**config.mk**
```make
export PLATFORM = sky130hd
export DESIGN_NAME = uart_tx_param
export DESIGN_NICKNAME = d
export VERILOG_FILES = /design/src/rtl/uart_tx_param.sv
export SDC_FILE = /design/constraint.sdc
export NUM_CORES = 1
export LEC_CHECK = 0
export CAP_MARGIN = 10
export CORE_UTILIZATION = 40
export CTS_CLUSTER_DIAMETER = 40
export CTS_CLUSTER_SIZE = 40
export DETAILED_ROUTE_END_ITERATION = 16
export PLACE_DENSITY = 0.65
export SYNTH_ARGS = -nofsm -noshare
export SYNTH_HDL_FRONTEND = slang
export SYNTH_SLANG_ARGS = --single-unit
export TNS_END_PERCENT = 10
```
**constraint.sdc**
```tcl
create_clock -name clk -period 4 [get_ports clk]
set_clock_uncertainty 0.2 [all_clocks]
set_input_delay 1 -clock clk [delete_from_list [all_inputs] [get_ports clk]]
set_output_delay 1 -clock clk [all_outputs]
set_load 0.02 [all_outputs]
```
**src/rtl/uart_tx_param.sv**
```systemverilog
// uart_tx_param -- parameterised UART transmitter.
//
// Sends one frame per accepted payload: start bit (0), DATA_W payload bits
// LSB first, optional parity bit, then one or two stop bits (1). Every bit
// lasts max(baud_div,1) clk cycles. All frame settings are captured when the
// payload is accepted, so the inputs may change freely during a frame.
//
// Build option: define UART_TX_HOLD_EN to add a one-entry holding register
// that lets a second payload be accepted while a frame is on the line; the
// next frame then starts with no idle gap. Without it, data_ready is only
// high in IDLE and back-to-back frames are separated by one idle-high clk.
//
// Ports:
//   clk            rising-edge clock
//   rst            synchronous active-high reset
//   parallel_data  payload (DATA_W bits, LSB transmitted first)
//   data_valid     payload offered this cycle
//   data_ready     payload can be accepted this cycle
//   parity_EN      append a parity bit
//   parity_type    0 = even, 1 = odd
//   stop2          0 = one stop bit, 1 = two stop bits
//   baud_div       clk cycles per bit (0 behaves as 1)
//   TX_OUT         registered serial output, idle high
//   Busy           high from the first start-bit cycle to the last stop-bit cycle

module uart_tx_param #(
  parameter int DATA_W = 8,
  parameter int DIV_W  = 16
) (
  input  logic              clk,
  input  logic              rst,
  input  logic [DATA_W-1:0] parallel_data,
  input  logic              data_valid,
  output logic              data_ready,
  input  logic              parity_EN,
  input  logic              parity_type,
  input  logic              stop2,
  input  logic [DIV_W-1:0]  baud_div,
  output logic              TX_OUT,
  output logic              Busy
);

  localparam int CNT_W = $clog2(DATA_W) + 1;
  localparam logic [CNT_W-1:0] LAST_BIT = CNT_W'(DATA_W - 1);

  localparam logic [2:0] IDLE   = 3'd0;
  localparam logic [2:0] START  = 3'd1;
  localparam logic [2:0] DATA   = 3'd2;
  localparam logic [2:0] PARITY = 3'd3;
  localparam logic [2:0] STOP   = 3'd4;

  logic [2:0]        r_state;
  logic              r_tx;
  logic [DIV_W-1:0]  r_baud_cnt;
  logic [DIV_W-1:0]  r_div;
  logic [CNT_W-1:0]  r_bit_cnt;
  logic [DATA_W-1:0] r_shift;
  logic              r_parity;
  logic              r_par_en;
  logic              r_stop2;
  logic              r_stop_more;   // a second stop bit still follows

  logic              w_bit_end;
  logic              w_frame_end;
  logic              w_accept;
  logic              w_ready;
  logic              w_load_new;    // start a frame from the input port
  logic              w_load_hold;   // start a frame from the holding register
  logic              w_load;
  logic [DATA_W-1:0] w_src_data;
  logic              w_src_par_en;
  logic              w_src_par;
  logic              w_src_stop2;
  logic [DIV_W-1:0]  w_src_div;
  logic [DIV_W-1:0]  w_src_div_eff;

`ifdef UART_TX_HOLD_EN
  logic              r_hold_full;
  logic [DATA_W-1:0] r_hold_data;
  logic              r_hold_par_en;
  logic              r_hold_par;
  logic              r_hold_stop2;
  logic [DIV_W-1:0]  r_hold_div;
  logic              w_hold_wr;
`endif

  always_comb begin
    w_bit_end   = (r_baud_cnt == '0);
    // Frame ends on the last cycle of the final stop bit.
    w_frame_end = (r_state == STOP) && w_bit_end && !r_stop_more;
`ifdef UART_TX_HOLD_EN
    w_ready     = !r_hold_full;
`else
    w_ready     = (r_state == IDLE);
`endif
    // Reset gates the handshake so nothing is accepted on a reset edge.
    data_ready  = w_ready && !rst;
    w_accept    = data_valid && data_ready;
`ifdef UART_TX_HOLD_EN
    // A payload arriving exactly as a frame ends bypasses the register.
    w_load_new  = w_accept && ((r_state == IDLE) || w_frame_end);
    w_load_hold = w_frame_end && r_hold_full;
    w_hold_wr   = w_accept && !w_load_new;
`else
    w_load_new  = w_accept;
    w_load_hold = 1'b0;
`endif
    w_load      = w_load_new || w_load_hold;

    w_src_data   = parallel_data;
    w_src_par_en = parity_EN;
    w_src_par    = (^parallel_data) ^ parity_type;
    w_src_stop2  = stop2;
    w_src_div    = baud_div;
`ifdef UART_TX_HOLD_EN
    if (w_load_hold) begin
      w_src_data   = r_hold_data;
      w_src_par_en = r_hold_par_en;
      w_src_par    = r_hold_par;
      w_src_stop2  = r_hold_stop2;
      w_src_div    = r_hold_div;
    end
`endif
    w_src_div_eff = (w_src_div == '0) ? DIV_W'(1) : w_src_div;
  end

  always_ff @(posedge clk) begin
    if (rst) begin
      r_state     <= IDLE;
      r_tx        <= 1'b1;
      r_baud_cnt  <= '0;
      r_div       <= '0;
      r_bit_cnt   <= '0;
      r_shift     <= '0;
      r_parity    <= 1'b0;
      r_par_en    <= 1'b0;
      r_stop2     <= 1'b0;
      r_stop_more <= 1'b0;
    end else if (w_load) begin
      r_state     <= START;
      r_tx        <= 1'b0;
      r_div       <= w_src_div_eff;
      r_baud_cnt  <= w_src_div_eff - DIV_W'(1);
      r_bit_cnt   <= '0;
      r_shift     <= w_src_data;
      r_parity    <= w_src_par;
      r_par_en    <= w_src_par_en;
      r_stop2     <= w_src_stop2;
      r_stop_more <= 1'b0;
    end else if (r_state != IDLE) begin
      if (!w_bit_end) begin
        r_baud_cnt <= r_baud_cnt - DIV_W'(1);
      end else begin
        r_baud_cnt <= r_div - DIV_W'(1);
        case (r_state)
          START: begin
            r_state   <= DATA;
            r_tx      <= r_shift[0];
            r_bit_cnt <= '0;
          end
          DATA: begin
            if (r_bit_cnt == LAST_BIT) begin
              if (r_par_en) begin
                r_state <= PARITY;
                r_tx    <= r_parity;
              end else begin
                r_state     <= STOP;
                r_tx        <= 1'b1;
                r_stop_more <= r_stop2;
              end
            end else begin
              r_shift   <= r_shift >> 1;
              r_tx      <= r_shift[1];
              r_bit_cnt <= r_bit_cnt + CNT_W'(1);
            end
          end
          PARITY: begin
            r_state     <= STOP;
            r_tx        <= 1'b1;
            r_stop_more <= r_stop2;
          end
          STOP: begin
            r_tx <= 1'b1;
            if (r_stop_more) begin
              r_stop_more <= 1'b0;
            end else begin
              r_state    <= IDLE;
              r_baud_cnt <= '0;
            end
          end
          default: begin
            r_state <= IDLE;
            r_tx    <= 1'b1;
          end
        endcase
      end
    end
  end

`ifdef UART_TX_HOLD_EN
  // Write and drain are exclusive: a write needs the register empty,
  // a drain needs it full.
  always_ff @(posedge clk) begin
    if (rst) begin
      r_hold_full   <= 1'b0;
      r_hold_data   <= '0;
      r_hold_par_en <= 1'b0;
      r_hold_par    <= 1'b0;
      r_hold_stop2  <= 1'b0;
      r_hold_div    <= '0;
    end else if (w_hold_wr) begin
      r_hold_full   <= 1'b1;
      r_hold_data   <= parallel_data;
      r_hold_par_en <= parity_EN;
      r_hold_par    <= (^parallel_data) ^ parity_type;
      r_hold_stop2  <= stop2;
      r_hold_div    <= baud_div;
    end else if (w_load_hold) begin
      r_hold_full   <= 1'b0;
    end
  end
`endif

  assign TX_OUT = r_tx;
  assign Busy   = (r_state != IDLE);

endmodule

```
=== After elaboration in Yosys (flattened, before gate mapping) ===
Cells that the tools add are included.

* Add/subtract/negate cells: 4
* Equality and inequality tests: 12
* Multiplexer cells: 29
* Bitwise gates (word level): 1
* Reduce and logical (&&, ||, !) cells: 20

{| class="wikitable"
|+ Operators with widths
! kind !! number
|-
| 16-bit two-way mux || 6
|-
| 16-bit by 1-bit subtractor with 16-bit output, second input constant || 3
|-
| 8-bit two-way mux || 5
|-
| 16-bit zero test || 2
|-
| 4-bit AND reduction || 4
|-
| 3-bit one-hot mux with 4 select lines || 1
|-
| 1-bit two-way mux || 10
|-
| 2-bit inequality test, second input constant || 5
|-
| 3-bit two-way mux || 3
|-
| 4-bit one-hot mux with 2 select lines || 1
|-
| 2-bit nonzero test || 4
|-
| 8-bit XOR reduction || 1
|-
| 3-bit by 2-bit equality test with 1-bit output, second input constant || 2
|-
| 3-bit inequality test, second input constant || 2
|-
| 3-bit nonzero test || 2
|-
| 5-bit AND reduction || 1
|-
| 4-bit by 1-bit adder with 4-bit output, second input constant || 1
|-
| 4-bit by 3-bit equality test with 1-bit output, second input constant || 1
|-
| 4-bit two-way mux || 1
|-
| 3-bit by 1-bit equality test with 1-bit output, second input constant || 1
|-
| 3-bit equality test, second input constant || 1
|-
| 3-bit zero test || 1
|-
| 1-bit one-hot mux with 3 select lines || 1
|-
| 1-bit logical AND || 2
|-
| other kinds (5) || 5
|}

* Flip-flop bits (word level): 52
* Bits of input ports: 30
* Output and inout port bits: 3
* Logic and storage cells: 77

=== Logic depth before layout (Yosys ltp) ===
* Depth in word-level cells: 6
* Mapped depth: 10
* Gate-level depth less buffers: 10

=== Worst setup path after synthesis ===
Ideal clock, no wire load.

* Kind: input to register
* Start: input baud_div[0]
* End: register r_baud_cnt[10]
* Setup time: 0.070 ns
* Arrival time: 3.127 ns
* Path slack: 0.603 ns
* Stages: 10
* Buffers on the path: 0
* Path through: or4_1 > nor4_1 > a21oi_1 > ha_1 > nor3b_1 > nor4b_1 > xnor2_1 > nand2_1 > o311ai_0 > a21oi_1

* Cells in the longest elaborated chain, start to end: 4

{| class="wikitable"
|+ RTL lines
! item !! line !! source
|-
| start, declared || 38 || <nowiki>input logic [DIV_W-1:0] baud_div,</nowiki>
|-
| 16-bit zero test || 124 || <nowiki>w_src_div_eff = (w_src_div == '0) ? DIV_W'(1) : w_src_div;</nowiki>
|-
| 16-bit two-way mux (*) || 124 ||
|-
| 16-bit by 1-bit subtractor with 16-bit output (*) || 143 || <nowiki>r_baud_cnt <= w_src_div_eff - DIV_W'(1);</nowiki>
|-
| 16-bit two-way mux (*) || 139 || <nowiki>end else if (w_load) begin</nowiki>
|-
| end signal, assigned || 143 ||
|-
| end signal, assigned || 152 || <nowiki>r_baud_cnt <= r_baud_cnt - DIV_W'(1);</nowiki>
|-
| end signal, assigned || 154 || <nowiki>r_baud_cnt <= r_div - DIV_W'(1);</nowiki>
|-
| end, declared || 54 || <nowiki>logic [DIV_W-1:0] r_baud_cnt;</nowiki>
|}

Mark *: on every way between the ends. The rest lies on a longest branch, timed or not.
A chain may end at the register's enable or synchronous reset.

=== Worst setup path in the final report ===
Ends and elaborated chain as after synthesis.

==> run metrics <==
Mapped Area ~0.0033 mm2; core region area between 0.007 and 0.008 mm2; # hold bufs at CTS 0; max cap viols 0; Clock Tree Buf Depth 2; setup violators final 0; NumNets Final 515; Hold Path End r_parity; Tmin final approximately 3.6 ns; Setup Buffers After CTS 0; HP Class reg -> reg; Tcrit/Tclk final 89.8%; critical path data required time 4.04 ns; Post-synth EDFFs 0; GR Layer Usage met1 31.2%; final cell count without fillers 583; RR Endpoint r_shift[5]; Reg2Reg Depth 8; prevailing post-synth register cell dfxtp_1; post-route ant nets 0; Worst-Margin Slew 0.978 ns; detailed-route wire length per cell 14.9 um; setup TNS 0 ns; RSZ-0062 raised after global routing no; WHS Path Cells 2; H-tree depth 2; Synth Area in XOR/XNOR 10.4%; total CTS buffers 5; Post-Place Cells 575; met2 Use GR 33.3%; Initial Util 41.9%; critical path startpoint category input pin; critical path class in -> reg; clock insertion delay at the later pin of the skew report around 0.32 ns; status finished, final reports clean; PD cells 355 mW/mm2; Yosys reg bits 52; Synth Area in Simple Gates 28.2%; Via density 5.54; sequential-to-total area share from yosys stat 31.7%; Cell Rows 32; WL final 8.68 mm; busiest grt layer met2; DRC Markers 0; Critical Path AT 3.63 ns; Hold Startpoint r_parity; FFs w/ async S/R, synth 0%; initial antenna violation count 0; Die Height 92.6 um; GR Util met3 2.71%; commonest non-fill, non-tap cell in the layout nand2_1; layout cell share with drive strength beyond 1 9.36%; first-pass GRT wire length 14.8 mm; R2R Path Start r_baud_cnt[0]; Die ar. 0.00858 mm2; CTS Root Cell clkbuf_8; fin. max-slew vios 0; gpl congestion 0.860; CTS tree done; Slew HR 34.8%; Unique masters post-synth 55; Clock Pin Slew Worst Setup and Hold Paths about 0.1 ns; IO Port Bufs 32; Ant. Diodes 0; synth warn 0; Area growth syn-to-layout 19.7%; DP Wirelength 6.33 mm; r2r setup slk slightly above 1 ns; most frequent cells in the layout nand2_1 (76), a21oi_1 (53), dfxtp_1 (52), nor2_1 (39), clkdlybuf4s50_1 (32); I/O pins 33; largest net degree at the start of global routing between 40 and 50; Synth Area per Inst 7.40 um2; adder-cell share of the synthesized area between 1.5 and 2%; worst setup margin between 0.4 and 0.5 ns; post-synthesis cell count 444; Static Leakage 1.44 nW; # resized after CTS 0; post-synthesis mux area share 0.952%; vias in the first global route 2975; Max Clk Rate about 0.28 GHz; DRT Pass-1 Iters 4; main combinational cell family by area after synthesis simple AND/OR/NAND/NOR gates; total grt overflow 0; Hold Vio Cnt, Final 0; routed vias roughly 3200; Clock Sinks 52; compound-cell area share of the yosys netlist 21.7%; crit path capture type flip-flop; Die X 92.6 um; Detailed Route Iter0 Violations 167; all-layer global routing usage 21.4%; Place WS between 0.09 and 0.1 ns; syn_nets between 400 and 500; CP Max Fanout 6; Peak supply drop between 0.00015 and 0.0002 V
==> where the power goes <==
part	leakage (nW)	internal [mW]	switching [mW]
registers	0.427	0.558	0.0484
clock network	0.0614	0.205	0.185
logic	0.952	0.181	0.219
total	1.44	0.944	0.452
==> cells in the mapped netlist (2+ instances only) <==
cell type   n  share of area (%)
a2bb2oi_1   2               0.53
or4_4       4                1.4
nor2_1     39                4.5
clkbuf_1   24                2.7
xnor2_1    20                5.3
a21oi_1    53                8.1
nand4_1     2               0.38
mux2i_1     2               0.61
nor4b_1     2               0.53
o21ai_0    18                2.7
buf_2       2               0.30
or3_1       5               0.95
ha_1        5                1.9
or4_1       6                1.4
nor3b_1     2               0.46
a211oi_1   14                3.2
o31ai_1     5                1.1
nor2b_1     3               0.57
nor3_1     16                2.4
a221oi_1    2               0.53
a22oi_1     2               0.46
a31oi_1     4               0.76
inv_1      14                1.6
o211ai_1    2               0.46
xor2_1     19                5.1
nand2_1    76                8.7
nor4_1     11                2.1
nand3_1     7                1.1
nand3b_1    3               0.69
dfxtp_1    52                 32
o221ai_1    2               0.53
o311ai_0    3               0.80
==> registers in the layout, summed over array words and instances (netlist names) <==
register,count
r_stop_more,1
r_baud_cnt,16
r_parity,1
r_stop2,1
r_state,3
TX_OUT,1
r_par_en,1
r_bit_cnt,4
r_shift,8
r_div,16
==> worst max-delay path, stage by stage <==
cell and delay, ns:
clkdlybuf4s50_1 0.45, or4_1 0.57, nor4_1 0.39, a21oi_1 0.16
ha_1 0.24, nor3b_1 0.21, nor4b_1 0.18, xnor2_1 0.12
nand2_1 0.07, o311ai_0 0.11, a21oi_1 0.13
==> metal layers <==
metal  vias up  routed length, um  part of all wire [%]
li1       1651                  -                     -
met1      1513               4260                    49
met2        62               3940                    45
met3         6                382                   4.4
met4         0                 95                   1.1
met5         -                  0                     0
==> final cells by class <==
cell class / instances / area [um2]
fill: 806 / 3920
tap: 102 / 128
multi-input combinational: 350 / 2080
inverter: 14 / 52.6
timing repair buffer: 57 / 508
clock buffer: 6 / 82.6
clock inverter: 2 / 38.8
sequential: 52 / 1040
==> worst max path at each step <==
stage	cells past startpoint	end	slack (ns)	from
detailed placement	11	r_baud_cnt[10]	0.09	baud_div[10]
finish	11	r_baud_cnt[10]	0.41	baud_div[0]
floorplan	10	r_baud_cnt[10]	0.60	baud_div[0]
CTS	11	r_baud_cnt[10]	0.43	baud_div[10]
global route	11	r_baud_cnt[10]	0.18	baud_div[10]
global placement	11	r_baud_cnt[10]	0.19	baud_div[0]
==> per-stage QoR <==
step / hold slack (ns) / instance area (um2) / total power [mW] / utilization, %
after floorplan: 0.227 / 3290 / 0.884 / -
after global placement: 0.242 / 3810 / 1.01 / 48.6
after detailed placement: 0.248 / 3810 / 1.02 / 48.6
after CTS: 0.262 / 3930 / 1.40 / 50.1
after global routing: 0.285 / 3930 / 1.48 / 50.1
final: 0.259 / 3930 / 1.40 / 50.1
==> cells by family after synthesis <==
family,Yosys count
buf+inv,42
flops,52
mux,3
compound gates,116
fa+ha+maj,5
simple gates,187
xor+xnor,39
Note: power is estimated with default switching activity, not from simulation.
==> edit 1, RTL diff (same flow settings) <==
Build with the macro `UART_TX_HOLD_EN` defined.
--- a/src/rtl/uart_tx_param.sv
+++ b/src/rtl/uart_tx_param.sv
@@ -22,6 +22,8 @@
 //   baud_div       clk cycles per bit (0 behaves as 1)
 //   TX_OUT         registered serial output, idle high
 //   Busy           high from the first start-bit cycle to the last stop-bit cycle
+
+`define UART_TX_HOLD_EN
 
 module uart_tx_param #(
   parameter int DATA_W = 8,
Formal check against the unedited RTL: not equivalent (a bounded check fails within 4 cycles, from zero or initial values and one cycle with rst high).
==> edit 1 against the original RTL <==
Maximum frequency is 6.9% lower. Non-clock buffer count is 36 higher. Sequential power is 49% higher. Largest cell class unchanged. Area after synthesis is 49% higher. Clock power is 100% higher. Total power is 70% higher. Via count is 60% higher. Wire length is 77% higher. Critical endpoint is now r_baud_cnt[14]$_SDFFE_PP0P_. Setup slack worse by 0.27 ns. Sequential cell count is 28 higher. Final area is 53% higher. Combinational power is 70% higher.
==> edit 1: results (changes against the original RTL) <==
status - complete, no violations
compound-cell area share of the yosys netlist - 22.0% (+0.23 points)
global-route wire length before repair - 25.0 mm (+69%)
Multi-input gate area - 3150 µm² (+51%)
worst slew pin tran - 0.717 ns (-0.261 ns)
DP HPWL - 11.0 mm (+74%)
FF+latch count, synth - 80 (+54%)
P_int - 1.58 mW (+67%)
Non-clk invs - 11 (-3)
count of non-filler cells in the finished layout - 854 (+46%)
Repair and plain buffers - 93 (+63%)
post-synthesis to final-layout area growth - 22.8%
Synth top cells by count - nand2_1 (90), dfxtp_1 (80), nor2_1 (69)
critical path arrival - 3.90 ns (+0.27 ns)
number of global-route vias before repair - 4832 (+62%)
xor/xnor cell area share of the yosys netlist - 7.68% (-2.7 points)
CTS clk-pin slew, worst paths - 0.06 ns (-0.04 ns)
Clk network pwr share - 33.3% (+5.4 points)
Top Registers - r_baud_cnt x16, r_div x16, r_hold_div x16
Layout non-clock buf frac - 12.7% (-0.18 points)
top post-synthesis cells by area - dfxtp_1 (33%), nand2_1 (6.9%), mux2i_1 (5.5%)
Critical R2R Launch - r_baud_cnt[2]$_SDFFE_PP0P_
syn_area_per_cell - 7.71 µm² (+4.2%)
vias per std cell - 6.04 (+8.9%)
DRT met1 WL - 6.64 mm (+56%)
CTS root buffer - clkbuf_16
htree depth - 3 (+1)
==> edit 1: changes by cell type after synthesis, sizes merged, moves of 7 or more <==
cell    change
o21ai      +10
nor4        -7
nand3       +7
nand2      +14
a211o       +7
a211oi     +10
nor2       +31
mux2i      +25
nor3       +18
dfxtp      +28
a22oi      +11
==> edit 1: repair_timing <==
action / CTS / global route
endpoints found under the hold margin: 0 / 0
cloned: 0 / 0
buffers inserted: 4 / 2
endpoints found under the setup margin: 3 / 3
gates resized for setup: 21 / 16
pin swaps: 5 / 4
==> edit 1: worst paths after layout <==
check                           endpoint  slack (ns)  depth (start not counted)
max          r_baud_cnt[14]$_SDFFE_PP0P_        0.14                         13
max reg2reg  r_baud_cnt[14]$_SDFFE_PP0P_        0.16                         12
min          r_hold_data[1]$_SDFFE_PP0P_        0.25                          2
min reg2reg  r_hold_data[1]$_SDFFE_PP0P_        0.25                          2
==> edit 2, RTL diff (same flow settings) <==
Made on the original files. One comparison of `r_bit_cnt` changes from == to >=.
--- a/src/rtl/uart_tx_param.sv
+++ b/src/rtl/uart_tx_param.sv
@@ -159,7 +159,7 @@
             r_bit_cnt <= '0;
           end
           DATA: begin
-            if (r_bit_cnt == LAST_BIT) begin
+            if (r_bit_cnt >= LAST_BIT) begin
               if (r_par_en) begin
                 r_state <= PARITY;
                 r_tx    <= r_parity;
Function: no difference found for any inputs over 10 cycles, from zero or initial values and one cycle with rst high; that may be too few to reach the edited logic, so the function may still have changed.
==> edit 2 against the original RTL <==
Total power is 3.8% lower. Clock power is 18% lower. Sequential share of layout area is 0.37 points lower. Setup slack worse by 0.12 ns. Area after synthesis is 1.2% higher. Final area is 1.4% higher. Largest power group unchanged. Wire length is 4.2% higher. Non-clock buffer count is 7 higher. Sequential cell count stayed put. Cell count is 1.9% lower.
==> edit 2: results (changes against the original RTL) <==
status - complete, no violations
DP HPWL - 6.57 mm (+3.9%)
drt total wl - 9.05 mm (+4.2%)
CP max FO - 3 (-3)
P_sw - 0.472 mW (+4.5%)
largest net degree at the start of global routing - 48 (+6.7%)
dpl cells - 564 (-1.9%)
WL/cell - 15.8 µm (+6.2%)
post-synthesis cell type count - 59 (+7.3%)
top post-synthesis cells by area - dfxtp_1 (31%), nand2_1 (5.4%), xnor2_1 (4.7%)
dpl cell area - 3890 µm² (+2.1%)
worst slew pin tran - 0.758 ns (-0.220 ns)
met2 GRT Util - 32.5% (-0.80 points)
peak supply drop - 0.000155 V (-5.0%)
number of global-route vias before repair - 3030 (+1.8%)
via count - 3293 (+1.9%)
critical path arrival - 3.71 ns (+0.08 ns)
Synth Net Count - 460 (-4.0%)
Final Net Count - 504 (-2.1%)
leakage power total - 1.48 nW (+2.7%)
total global-route track usage - 21.9% (+0.49 points)
router iterations before antenna repair - 5 (+1)
clock group power - 0.320 mW (-18%)
Synth top cells by count - dfxtp_1 (52), nand2_1 (48), nor2_1 (35)
sequential area share after synthesis - 31.3% (-0.38 points)
RePlAce Congestion - 0.881 (+2.5%)
slowest stage delay, CP - 0.59 ns (+0.02 ns)
combinational cell power - 0.415 mW (+4%)
Comb power frac - 30.9% (+2.2 points)
global-route wire length before repair - 15.1 mm (+2.0%)
layout cell share with drive strength beyond 1 - 11.5% (+2.1 points)
-- edit 2: cell count changes after synthesis, sizes merged, moves of 6 or more --
| cell | unedited run | this run |
|---|---|---|
| a21oi | 53 | 19 |
| nand2 | 76 | 48 |
| nand2b | 1 | 16 |
| o21ai | 18 | 29 |
| nor3 | 18 | 28 |
| a311oi | 1 | 9 |
| clkbuf | 24 | 17 |
| a211oi | 14 | 8 |
| buf | 4 | 10 |
-- edit 2: what timing repair did --
action                     in CTS  in global routing
gates resized for setup         0                  1
setup buffers                   0                  0
setup endpoints to repair       0                  1
-- edit 2: layout make-up --
type	count	area, µm²
clock buffers	6	72.6
flip-flops and latches	52	1040
fillers	756	3900
multi-input cells	334	2120
well taps	102	128
clock inverters	2	16.3
repair buffers	64	561
inverters	12	45.0
-- edit 2: final timing paths --
path,depth (start not counted),startpoint,slack (ns),to
setup reg to reg,8,r_baud_cnt[0]$_SDFFE_PP0P_,0.66,r_baud_cnt[14]$_SDFFE_PP0P_
hold reg to reg,2,r_shift[4]$_SDFFE_PP0P_,0.29,r_shift[3]$_SDFFE_PP0P_
hold / removal,2,r_shift[4]$_SDFFE_PP0P_,0.29,r_shift[3]$_SDFFE_PP0P_
setup / recovery,11,baud_div[5],0.29,r_baud_cnt[12]$_SDFFE_PP0P_
-- edit 2: logic make-up after synthesis --
group	synth area share, %
buffers and inverters	5.23
DFF	31.3
AOI/OAI and AO/OA	21.1
and+or+nand+nor	30.1
adders and majority gates	1.88
xor gates and xnor gates	9.48
muxes	0.903
-- edit 2: metal layers --
layer / vias to the layer above / share of wire [%]
li1: 1644 / -
met1: 1528 / 49
met2: 106 / 44
met4: 0 / 1.3
met5: - / 0
met3: 15 / 5.8
